===== src/rtl/spi_tx_frame_buffer.sv =====
// SPI mode-0 frame transmitter: captures NBYTES bytes on load and shifts them
// out MSB-first under an active-high chip select, then pulses done.
module spi_tx_frame_buffer #(
  parameter int DSIZE   = 8,
  parameter int NBYTES  = 15,
  parameter int CLK_DIV = 4
) (
  input  logic                    clk,
  input  logic                    rst,
  input  logic [DSIZE*NBYTES-1:0] data_in,
  input  logic                    load,
  output logic                    busy,
  output logic                    spi_cs,
  output logic                    spi_sclk,
  output logic                    spi_mosi,
  output logic                    done,
  output logic                    ovr,
  output logic [1:0]              dbg_state
);

  localparam int PTR_W = 4;
  localparam int BIT_W = $clog2(DSIZE);
  localparam logic [7:0]       DIV_M1    = 8'(CLK_DIV - 1);
  localparam logic [PTR_W-1:0] LAST_PTR  = PTR_W'(NBYTES - 1);
  localparam logic [BIT_W-1:0] LAST_BIT  = BIT_W'(DSIZE - 1);
  localparam logic [BIT_W-1:0] MSB_M1    = BIT_W'(DSIZE - 2);

  typedef enum logic [1:0] {
    IDLE  = 2'd0,
    SETUP = 2'd1,
    SHIFT = 2'd2,
    HOLD  = 2'd3
  } state_t;

  state_t           state;
  logic [DSIZE-1:0] frame_buf [NBYTES];
  logic [PTR_W-1:0] rd_ptr;
  logic [PTR_W-1:0] next_ptr;
  logic [BIT_W-1:0] bit_idx;
  logic [BIT_W-1:0] next_bit_sel;
  logic [7:0]       half_cnt;
  logic             last_bit;

  assign dbg_state    = state;
  assign next_ptr     = rd_ptr + PTR_W'(1);
  assign next_bit_sel = MSB_M1 - bit_idx;

  // Buffer is captured only on the accepting edge and is never reset.
  always_ff @(posedge clk) begin
    if (!rst && state == IDLE && load) begin
      for (int k = 0; k < NBYTES; k++) begin
        frame_buf[k] <= data_in[k*DSIZE +: DSIZE];
      end
    end
  end

  always_ff @(posedge clk) begin
    if (rst) begin
      state    <= IDLE;
      busy     <= 1'b0;
      spi_cs   <= 1'b0;
      spi_sclk <= 1'b0;
      spi_mosi <= 1'b0;
      done     <= 1'b0;
      ovr      <= 1'b0;
      rd_ptr   <= '0;
      bit_idx  <= '0;
      half_cnt <= '0;
      last_bit <= 1'b0;
    end else begin
      done <= 1'b0;
      if (load && busy) begin
        ovr <= 1'b1;
      end
      case (state)
        IDLE: begin
          if (load) begin
            state    <= SETUP;
            busy     <= 1'b1;
            spi_cs   <= 1'b1;
            spi_sclk <= 1'b0;
            spi_mosi <= data_in[DSIZE-1];
            ovr      <= 1'b0;
            rd_ptr   <= '0;
            bit_idx  <= '0;
            half_cnt <= DIV_M1;
            last_bit <= 1'b0;
          end
        end
        SETUP: begin
          if (half_cnt == 8'd0) begin
            spi_sclk <= 1'b1;
            half_cnt <= DIV_M1;
            state    <= SHIFT;
          end else begin
            half_cnt <= half_cnt - 8'd1;
          end
        end
        SHIFT: begin
          if (half_cnt != 8'd0) begin
            half_cnt <= half_cnt - 8'd1;
          end else begin
            half_cnt <= DIV_M1;
            if (spi_sclk) begin
              // Falling edge: advance to the next bit, crossing bytes without a gap.
              spi_sclk <= 1'b0;
              if (bit_idx == LAST_BIT) begin
                bit_idx <= '0;
                if (rd_ptr == LAST_PTR) begin
                  last_bit <= 1'b1;
                  spi_mosi <= 1'b0;
                end else begin
                  rd_ptr   <= next_ptr;
                  spi_mosi <= frame_buf[next_ptr][DSIZE-1];
                end
              end else begin
                bit_idx  <= bit_idx + BIT_W'(1);
                spi_mosi <= frame_buf[rd_ptr][next_bit_sel];
              end
            end else if (last_bit) begin
              // The low half-period after the final fall has elapsed.
              state <= HOLD;
            end else begin
              spi_sclk <= 1'b1;
            end
          end
        end
        HOLD: begin
          if (half_cnt == 8'd0) begin
            state  <= IDLE;
            spi_cs <= 1'b0;
            busy   <= 1'b0;
            done   <= 1'b1;
          end else begin
            half_cnt <= half_cnt - 8'd1;
          end
        end
        default: state <= IDLE;
      endcase
    end
  end

endmodule


===== config.mk =====
export PLATFORM = sky130hd
export DESIGN_NAME = spi_tx_frame_buffer
export DESIGN_NICKNAME = d
export VERILOG_FILES = /design/src/rtl/spi_tx_frame_buffer.sv
export SDC_FILE = /design/constraint.sdc
export NUM_CORES = 1
export LEC_CHECK = 0
export CAP_MARGIN = 20
export CORE_ASPECT_RATIO = 1.2
export CORE_MARGIN = 10
export CORE_UTILIZATION = 51
export DETAILED_ROUTE_END_ITERATION = 16
export HOLD_SLACK_MARGIN = 0.02
export PLACE_DENSITY_LB_ADDON = 0.05
export SYNTH_ARGS = -nofsm -noshare
export SYNTH_HDL_FRONTEND = slang
export SYNTH_SLANG_ARGS = --single-unit

===== constraint.sdc =====
create_clock -name clk -period 10.5 [get_ports clk]
set_input_delay 3.15 -clock clk [delete_from_list [all_inputs] [get_ports clk]]
set_output_delay 3.15 -clock clk [all_outputs]
set_load 0.02 [all_outputs]

# Yosys cells after proc, flatten, opt, wreduce, memory -nomap -nowiden
# Memory sizes are Yosys's and may differ from the RTL's. A register that Yosys moved wholly into a read port is not among the register bits.
# Index checks and enable logic that the tools add are counted.
[word_totals] out_inout_bits=8 register_bits=23 mem_count=1 ram_bits=120 word_cells=104 in_bits=123
[classes] order_cmp=1 n_reduce_logical=18 n_bitwise=1 n_eq_ne=16 muxes=53 add_sub_neg=4
[mem_list] name="frame_buf" depth=15 word_bits=8 rd=2 rd_ports_with_merged_regs=1 write_ports=15 line="36" text="logic [DSIZE-1:0] frame_buf [NBYTES];"
[ops] cell="8-bit two-way mux" count=4
[ops] cell="8-bit case mux with 4 select lines" count=1
[ops] cell="4-bit two-way mux" count=7
[ops] cell="1-bit two-way mux" count=23
[ops] cell="2-bit != test, second input constant" count=11
[ops] cell="6-bit AND reduction" count=3
[ops] cell="2-bit two-way mux" count=6
[ops] cell="3-bit two-way mux" count=4
[ops] cell="8-bit zero test" count=1
[ops] cell="2-bit case mux with 4 select lines" count=1
[ops] cell="4-bit case mux with 2 select lines" count=1
[ops] cell="4-bit AND reduction" count=2
[ops] cell="8-bit nonzero test" count=1
[ops] cell="8-bit by 1-bit subtractor with 8-bit output, second input constant" count=1
[ops] cell="1-bit case mux with 2 select lines" count=3
[ops] cell="3-bit case mux with 2 select lines" count=1
[ops] cell="4-bit by 1-bit adder with 4-bit output, second input constant" count=1
[ops] cell="2-bit equality test, second input constant" count=2
[ops] cell="4-bit equality test, second input constant" count=1
[ops] cell="3-bit by 4-bit < comparator with 1-bit output, second input constant" count=1
[ops] cell="2-bit nonzero test" count=2
[ops] cell="3-bit by 1-bit adder with 3-bit output, second input constant" count=1
[ops] cell="1-bit binary-select mux with 3-bit select" count=1
[ops] cell="3-bit equality test, second input constant" count=1
[ops] cell="other kinds (11)" count=13

# Longest topological paths before layout
# Gate-level depths: netlist of the first run.
[logic_depth] word_depth=8 ltp_mapped=9 mapped_depth_nobuf=8

# Worst setup path after synthesis of the first run
# Ideal clock, no wire load.
[synth_timing] kind="in2reg" from="input rst" to="memory frame_buf[0][0], enable pin" arrival_time_ns=8.363 required_time_ns=9.900 n_path_buf=1 stages=2 path_slack_ns=1.537 setup_ns=0.600 path_cell_list="clkbuf_1 > nor2_1"
[synth_lines] element="from (decl)" line="9" text="input logic rst,"
[synth_lines] element="to (decl)" line="36"

==> results of run 1 <==
report_power, final:
group,switching [W],internal (W)
logic,0.000174,0.000142
clock network,0.000216,0.000394
registers,0.0000319,0.000716
logic make-up (layout without fill, tap and decap cells):
family                   after synthesis  after routing  synth area share
XOR/XNOR                              11             11            0.0158
flip-flops                           147            147             0.681
multiplexers                          42             42             0.125
AND/OR/NAND/NOR                       95             95            0.0765
buffers and inverters                 26            174            0.0206
AO/OA/AOI/OAI                         55             55            0.0599
adder cells (fa/ha/maj)               10             10            0.0206
registers in the layout (all words and copies together), names as in the netlist, named ones only:
name	cells
frame_buf	120
half_cnt	8
rd_ptr	4
bit_idx	3
dbg_state	2
done	1
last_bit	1
ovr	1
spi_cs	1
spi_mosi	1
spi_sclk	1
cell usage after synthesis:
master | n | area (um2)
sky130_fd_sc_hd__edfxtp_1 | 120 | 3600
sky130_fd_sc_hd__dfxtp_1 | 27 | 541
sky130_fd_sc_hd__mux4_2 | 27 | 608
sky130_fd_sc_hd__nor2_1 | 26 | 97.6
sky130_fd_sc_hd__nand2_1 | 23 | 86.3
sky130_fd_sc_hd__a211oi_1 | 12 | 90.1
sky130_fd_sc_hd__mux2i_1 | 12 | 120
sky130_fd_sc_hd__a21oi_1 | 10 | 50.1
sky130_fd_sc_hd__ha_1 | 10 | 125
sky130_fd_sc_hd__o21ai_0 | 10 | 50.1
sky130_fd_sc_hd__inv_1 | 9 | 33.8
sky130_fd_sc_hd__nor2b_1 | 8 | 50.1
sky130_fd_sc_hd__buf_2 | 7 | 35.0
sky130_fd_sc_hd__clkbuf_1 | 7 | 26.3
sky130_fd_sc_hd__nand3_1 | 7 | 35.0
sky130_fd_sc_hd__nor3_1 | 7 | 35.0
sky130_fd_sc_hd__nor3b_1 | 6 | 45.0
sky130_fd_sc_hd__xnor2_1 | 6 | 52.6
sky130_fd_sc_hd__nand2b_1 | 5 | 31.3
sky130_fd_sc_hd__xor2_1 | 5 | 43.8
sky130_fd_sc_hd__nor4_1 | 4 | 25.0
sky130_fd_sc_hd__o211ai_1 | 4 | 30.0
sky130_fd_sc_hd__o22ai_1 | 4 | 25.0
sky130_fd_sc_hd__mux2_2 | 3 | 33.8
sky130_fd_sc_hd__a211o_1 | 2 | 17.5
sky130_fd_sc_hd__a2bb2oi_1 | 2 | 17.5
sky130_fd_sc_hd__a31oi_1 | 2 | 12.5
sky130_fd_sc_hd__buf_6 | 2 | 22.5
sky130_fd_sc_hd__nand4_1 | 2 | 12.5
sky130_fd_sc_hd__o2111ai_1 | 2 | 17.5
sky130_fd_sc_hd__o21ai_1 | 2 | 10.0
sky130_fd_sc_hd__or2_2 | 2 | 12.5
sky130_fd_sc_hd__or3_1 | 2 | 12.5
sky130_fd_sc_hd__a21boi_0 | 1 | 7.51
sky130_fd_sc_hd__a311oi_1 | 1 | 8.76
sky130_fd_sc_hd__a41o_1 | 1 | 10.0
sky130_fd_sc_hd__and3_1 | 1 | 6.26
sky130_fd_sc_hd__buf_4 | 1 | 7.51
sky130_fd_sc_hd__nand3b_1 | 1 | 7.51
sky130_fd_sc_hd__nand4b_1 | 1 | 8.76
sky130_fd_sc_hd__o2bb2ai_1 | 1 | 8.76
sky130_fd_sc_hd__o311ai_0 | 1 | 8.76
layer usage:
layer / vias to the layer above / share of wire / track usage
met4: 0 / 0.018 / 0.0693
met1: 1806 / 0.38 / 0.171
met3: 19 / 0.051 / 0.0494
li1: 1774 / - / -
met5: - / 0 / 0
met2: 103 / 0.55 / 0.289
path summary, 6_finish.rpt:
kind                      from               to  slack, ps  cells after the start
setup / recovery           rst  frame_buf[5][6]       5150                      4
hold / removal     half_cnt[3]      half_cnt[3]        470                      2
setup reg to reg  dbg_state[0]  frame_buf[5][6]       7590                      6
hold reg to reg    half_cnt[3]      half_cnt[3]        470                      2
metrics by stage:
stage	utilization	worst slack [ps]	total power, W	cells
floorplan	-	1540	0.000966	386
global placement	0.648	4790	0.00106	660
detailed placement	0.648	4710	0.00107	660
CTS	0.699	5150	0.00169	691
global route	0.699	4990	0.00175	691
finish	0.699	5150	0.00167	691
tightest hold or removal path, stage by stage, from the launching register on:
cell and delay, ps:
sky130_fd_sc_hd__dfxtp_1 320, sky130_fd_sc_hd__nand2_1 50, sky130_fd_sc_hd__a21oi_1 50
cell type report:
type	instances	area [um2]	area share
Tap cell	157	196	0.0242
Clock inverter	11	160	0.0197
Clock buffer	20	437	0.0537
Timing Repair Buffer	134	1330	0.164
Multi-Input combinational cell	213	1820	0.224
Inverter	9	33.8	0.00416
Sequential cell	147	4150	0.510
==> results_tabular.tex, run 1 <==
\begin{tabular}{lr}
\hline
Metric & Value \\
\hline
\multicolumn{2}{l}{\textbf{Status}} \\
\quad Result of the run & completed \\
\multicolumn{2}{l}{\textbf{Hold path}} \\
\quad Hold Crit Class & reg2reg \\
\multicolumn{2}{l}{\textbf{Clocking}} \\
\quad Total CTS buffers & 17 \\
\quad CTS H-Tree Depth & 4 \\
\quad Clock tree from TritonCTS & yes \\
\quad Clock buffer depth & 2 \\
\quad Number of post-CTS setup repair buffers & 0 \\
\quad Clock slew at the register clock pins of the worst setup and hold paths & 60 ps \\
\quad Clock latency of the later-clocked register in the worst-skew pair & 410 ps \\
\quad Clk Tree Root Cell & sky130\_fd\_sc\_hd\_\_clkbuf\_16 \\
\quad Number of resized instances in the post-cts repair step & 0 \\
\quad Number of buffers inserted for hold repair after clock tree synthesis & 0 \\
\quad Number of sinks driven by the clock tree & $\sim$150 \\
\multicolumn{2}{l}{\textbf{Global routing}} \\
\quad First-pass GRT wire length & about 21 mm \\
\quad Number of global-route vias before repair & 4123 \\
\quad Aggregate global routing overflow & 0 \\
\quad All-layer global routing usage & 0.162 \\
\quad Largest net degree at the start of global routing & 74 \\
\quad Number of antenna violations at the first check in global routing & 0 \\
\multicolumn{2}{l}{\textbf{Worst setup path}} \\
\quad Kind of launch point of the worst setup path & primary input \\
\quad Critical Path End Type & flip-flop \\
\quad Data required time of the worst path & between 10000 and 15000 ps \\
\quad Family with the most delay on the worst path & buffers and inverters \\
\quad Worst path most repeated cell & sky130\_fd\_sc\_hd\_\_buf\_4 \\
\quad Critical path peak fanout & between 70 and 80 \\
\quad Peak per-stage delay on the critical path & 790 ps \\
\quad CP arrival & approximately 5400 ps \\
\quad Cell type of the slowest stage on the worst timing path & sky130\_fd\_sc\_hd\_\_buf\_4 \\
\quad Crit path cell chain & clkdlybuf4s50\_1 -> nor2\_4 -> buf\_4 -> buf\_4 \\
\quad CP bufs+invs & 3 \\
\quad Crit Path Class & in2reg \\
\multicolumn{2}{l}{\textbf{STA}} \\
\quad FMAX & approximately 190 MHz \\
\quad Smallest hold slack & 469 ps \\
\quad Max-slew headroom at the worst pin & 0.411 \\
\quad Transition at the pin with the smallest max-transition slack & 883 ps \\
\quad Minimum clock period & approximately 5400 ps \\
\quad Final sum of negative setup slack & 0 ps \\
\quad Max-slew violation count & 0 \\
\quad Number of failing setup endpoints in the final timing report & 0 \\
\quad Setup repair after global routing missed its margin & false \\
\quad Final hold violations & 0 \\
\quad Worst setup skew after layout & just over 8 ps \\
\quad Part of the cycle the worst path needs & 0.510 \\
\multicolumn{2}{l}{\textbf{Floorplanning}} \\
\quad Horizontal die dimension & 120 um \\
\quad Boundary Pins & $\sim$130 \\
\quad Die Y & 140 um \\
\quad Core box area & 11600 um2 \\
\quad Initial Util & 0.523 \\
\quad Die Area & 16700 um2 \\
\quad Number of core rows & 43 \\
\multicolumn{2}{l}{\textbf{Final layout}} \\
\quad Final net count & 655 \\
\quad Fraction of final layout cells sized beyond drive strength 1 & 0.124 \\
\quad Most frequent standard cell in the layout excluding fill and tap cells & sky130\_fd\_sc\_hd\_\_clkdlybuf4s50\_1 \\
\quad Inserted Diodes & 0 \\
\quad Most frequent cells in the layout & 130 x sky130\_fd\_sc\_hd\_\_clkdlybuf4s50\_1, 120 x sky130\_fd\_sc\_hd\_\_edfxtp\_1, 27 x sky130\_fd\_sc\_hd\_\_mux4\_2, 25 x sky130\_fd\_sc\_hd\_\_nor2\_1, 25 x sky130\_fd\_sc\_hd\_\_dfxtp\_1 \\
\quad Layout-stage area growth over the synthesis result & 33.6\% \\
\quad Cell area after layout & 8130 um2 \\
\quad Total of fill cells in the finished design & 842 \\
\multicolumn{2}{l}{\textbf{Placement}} \\
\quad Detailed Place HPWL & 9.52 mm \\
\quad Area after detailed placement & between 7000 and 8000 um2 \\
\quad Routability congestion estimate from global placement & 0.809 \\
\quad Total of buffers placed on input and output ports & 130 \\
\multicolumn{2}{l}{\textbf{Yosys}} \\
\quad Post-Syn Instances & 386 \\
\quad Sequential-to-total area share from yosys stat & 0.681 \\
\quad Number of storage elements in the synthesis netlist & 147 \\
\quad Average cell area after synthesis & around 16 um2 \\
\quad Number of distinct library cells after synthesis & 42 \\
\quad Nets in the synthesized netlist & 519 \\
\quad Netlist area before placement & 6080 um2 \\
\quad YS warnings & 0 \\
\multicolumn{2}{l}{\textbf{Detailed routing}} \\
\quad Count of nets left with antenna violations after detail routing & 0 \\
\quad Initial drt markers & approximately 300 \\
\quad Post-detailed-route wirelength per cell & 19.1 um \\
\quad Detailed-route vias per instance & 5.36 \\
\quad Post-route DRC violation count & 0 \\
\quad Via count & 3702 \\
\quad Detailed-routing iteration count for the pre-antenna-repair pass & 6 \\
\quad Total Routed Length & 13.2 mm \\
\multicolumn{2}{l}{\textbf{Power}} \\
\quad Static Leakage & 2.72 nW \\
\quad Highest ir drop seen on vdd & 0.108 mV \\
\quad Power density over cell area & 206 nW/um2 \\
\multicolumn{2}{l}{\textbf{Flow run}} \\
\quad Max-cap violations & 0 \\
\hline
\end{tabular}
Power figures use the tool's default switching activity.
==> inputs of run 2 (changes only) <==
clock period = 5.1 ns   (was 10.5 ns; I/O delays follow)
==> run 2 against run 1 <==
Combinational power up 110%. First-iteration DRC count up 0.33%. Core utilization up 0.054 points. Clock skew up 5.7 ps. Register-to-register slack worse by 5100 ps. Critical endpoint is now half_cnt[7]. Largest power group unchanged. Highest routed layer unchanged.
==> results_tabular.tex, run 2 (synthesis gave the netlist of run 1 again) <==
\begin{tabular}{lr}
\hline
Metric & Value \\
\hline
\multicolumn{2}{l}{\textbf{Worst setup path}} \\
\quad Worst setup path startpoint & load \\
\quad Instance count on the critical path & 7 \\
\quad Critical path peak fanout & 6 \\
\quad Setup slack, reg-to-reg & 2480 ps \\
\quad Worst-case reg-to-reg path depth & 6 \\
\quad CP bufs+invs & 1 \\
\quad Crit Path Class & in2reg \\
\quad Cell type of the slowest stage on the worst timing path & sky130\_fd\_sc\_hd\_\_clkdlybuf4s50\_1 \\
\quad Critical Path End Type & flip-flop \\
\quad Family with the most delay on the worst path & simple AND/OR/NAND/NOR gates \\
\quad Data required time of the worst path & 5380 ps \\
\quad Peak per-stage delay on the critical path & between 500 and 600 ps \\
\quad Timing endpoint of the critical path & half\_cnt[7] \\
\quad CP arrival & 3300 ps \\
\quad Kind of launch point of the worst setup path & primary input \\
\quad Crit path cell chain & clkdlybuf4s50\_1 -> nor2b\_1 -> a31oi\_1 -> nand3b\_1 -> nor4\_1 -> xnor2\_1 -> nor2\_1 \\
\quad Critical register-to-register path endpoint & spi\_mosi \\
\multicolumn{2}{l}{\textbf{Detailed routing}} \\
\quad Post-detailed-route wirelength per cell & 19.3 um \\
\quad Detailed-route vias per instance & between 5 and 6 \\
\quad Initial drt markers & 300 \\
\quad Post-route DRC violation count & 0 \\
\quad Via count & 3738 \\
\quad Total Routed Length & 13.3 mm \\
\quad Detailed-routing iteration count for the pre-antenna-repair pass & 5 \\
\quad Count of nets left with antenna violations after detail routing & 0 \\
\multicolumn{2}{l}{\textbf{Final layout}} \\
\quad Total area of multi-input combinational cells & 1820 um2 \\
\quad Flip-flop count of the largest register, all copies and words added & 120 \\
\quad Total of fill cells in the finished design & 852 \\
\quad Fraction of final layout cells sized beyond drive strength 1 & 0.127 \\
\quad Cell area after layout & slightly above 8000 um2 \\
\quad Final cell utilization of the core & 0.700 \\
\quad Most frequent standard cell in the layout excluding fill and tap cells & sky130\_fd\_sc\_hd\_\_clkdlybuf4s50\_1 \\
\quad Registers with the highest flip-flop counts & frame\_buf: 120 flops, half\_cnt: 8 flops, rd\_ptr: 4 flops \\
\quad Final net count & 655 \\
\quad Top reg by flops & frame\_buf \\
\quad Register area & 4150 um2 \\
\quad Layout-stage area growth over the synthesis result & 33.7\% \\
\quad Most frequent cells in the layout & 130 x sky130\_fd\_sc\_hd\_\_clkdlybuf4s50\_1, 120 x sky130\_fd\_sc\_hd\_\_edfxtp\_1, 27 x sky130\_fd\_sc\_hd\_\_mux4\_2, 25 x sky130\_fd\_sc\_hd\_\_nor2\_1, 25 x sky130\_fd\_sc\_hd\_\_dfxtp\_1 \\
\quad Inserted Diodes & 0 \\
\multicolumn{2}{l}{\textbf{Global routing}} \\
\quad All-layer global routing usage & 0.162 \\
\quad Largest net degree at the start of global routing & between 70 and 80 \\
\quad First-pass GRT wire length & 21.0 mm \\
\quad Number of antenna violations at the first check in global routing & 0 \\
\quad Number of global-route vias before repair & 4051 \\
\quad Aggregate global routing overflow & 0 \\
\multicolumn{2}{l}{\textbf{Status}} \\
\quad Result of the run & completed \\
\multicolumn{2}{l}{\textbf{STA}} \\
\quad Max-slew headroom at the worst pin & 0.428 \\
\quad Max-slew violation count & 0 \\
\quad Setup repair after global routing missed its margin & false \\
\quad Transition at the pin with the smallest max-transition slack & 857 ps \\
\quad Worst setup skew after layout & 13.8 ps \\
\quad Worst setup margin & roughly 2100 ps \\
\quad FMAX & 331 MHz \\
\quad Number of failing setup endpoints in the final timing report & 0 \\
\quad Final sum of negative setup slack & 0 ps \\
\quad Minimum clock period & 3020 ps \\
\quad Part of the cycle the worst path needs & 0.593 \\
\quad Final hold violations & 0 \\
\multicolumn{2}{l}{\textbf{Placement}} \\
\quad Detailed Place HPWL & slightly below 10 mm \\
\quad Area after detailed placement & 7540 um2 \\
\quad Total of buffers placed on input and output ports & 130 \\
\quad Routability congestion estimate from global placement & 0.868 \\
\quad Setup Slack @ Placement & 1680 ps \\
\multicolumn{2}{l}{\textbf{Clocking}} \\
\quad Total CTS buffers & 17 \\
\quad Number of sinks driven by the clock tree & roughly 150 \\
\quad Number of buffers inserted for hold repair after clock tree synthesis & 0 \\
\quad Clock buffer depth & 2 \\
\quad Number of resized instances in the post-cts repair step & 0 \\
\quad Number of post-CTS setup repair buffers & 0 \\
\quad Clock latency of the later-clocked register in the worst-skew pair & between 400 and 500 ps \\
\quad Clock slew at the register clock pins of the worst setup and hold paths & 60 ps \\
\quad CTS H-Tree Depth & 4 \\
\quad Clock tree from TritonCTS & yes \\
\quad Clk Tree Root Cell & sky130\_fd\_sc\_hd\_\_clkbuf\_16 \\
\multicolumn{2}{l}{\textbf{Floorplanning}} \\
\quad Initial Util & 0.523 \\
\quad Die Y & 140 um \\
\quad Core box area & 11600 um2 \\
\quad Boundary Pins & 131 \\
\quad Number of core rows & 43 \\
\quad Horizontal die dimension & 120 um \\
\quad Die Area & roughly 17000 um2 \\
\multicolumn{2}{l}{\textbf{Power}} \\
\quad Highest ir drop seen on vdd & between 0.2 and 0.25 mV \\
\quad Power, Total & 0.00343 W \\
\quad Static Leakage & 2.70 nW \\
\quad Power density over cell area & 422 nW/um2 \\
\multicolumn{2}{l}{\textbf{Flow run}} \\
\quad Max-cap violations & 0 \\
\multicolumn{2}{l}{\textbf{Hold path}} \\
\quad Hold Crit Class & reg2reg \\
\hline
\end{tabular}
[run 2: changes by cell type in the layout (fill, tap and decap cells not counted), sizes merged]
cell | before | now
clkinvlp | 1 | 6
clkinv | 5 | 1
bufinv | 4 | 3
clkbuf | 20 | 19
inv | 10 | 11
[run 2: power by group]
part	internal [W]	switching [W]	leakage (nW)	total [W]
clock network	0.000768	0.000468	0.268	0.00124
logic	0.000298	0.000357	1.10	0.000656
registers	0.00147	0.0000652	1.33	0.00154
total	0.00254	0.000891	2.70	0.00343
[run 2: layout make-up]
| cell class | instances | area share |
|---|---|---|
| clock buffers | 19 | 0.0532 |
| clock inverters | 12 | 0.0194 |
| inverters | 9 | 0.00415 |
| multi-input cells | 213 | 0.224 |
| flip-flops and latches | 147 | 0.510 |
| well taps | 157 | 0.0242 |
| repair buffers | 134 | 0.165 |
[run 2: worst min-delay path by stage]
stage	startpoint	to	slack (ps)	cells past startpoint
after floorplan	half_cnt[3]	half_cnt[3]	440	2
after global placement	half_cnt[3]	half_cnt[3]	470	2
after detailed placement	half_cnt[3]	half_cnt[3]	480	2
after CTS	half_cnt[3]	half_cnt[3]	500	2
after global routing	half_cnt[3]	half_cnt[3]	520	2
final	half_cnt[3]	half_cnt[3]	510	2
[run 2: through the flow]
step / hold slack, ps / instances
2_1_floorplan: 444 / 386
3_3_place_gp: 470 / 660
3_5_place_dp: 477 / 660
4_1_cts: 496 / 691
5_1_grt: 515 / 691
6_report: 508 / 691
[run 2: layer usage]
metal  share of wire  track usage  up-vias
li1                -            -     1779
met1            0.38        0.181     1834
met2            0.55        0.280      114
met3           0.060       0.0563       11
met4           0.011       0.0522        0
met5               0            0        -
[run 2: tightest hold or removal path, stage by stage, from the launching register on]
cell                      delay [ps]
sky130_fd_sc_hd__dfxtp_1         330
sky130_fd_sc_hd__nand2_1          70
sky130_fd_sc_hd__a21oi_1          60
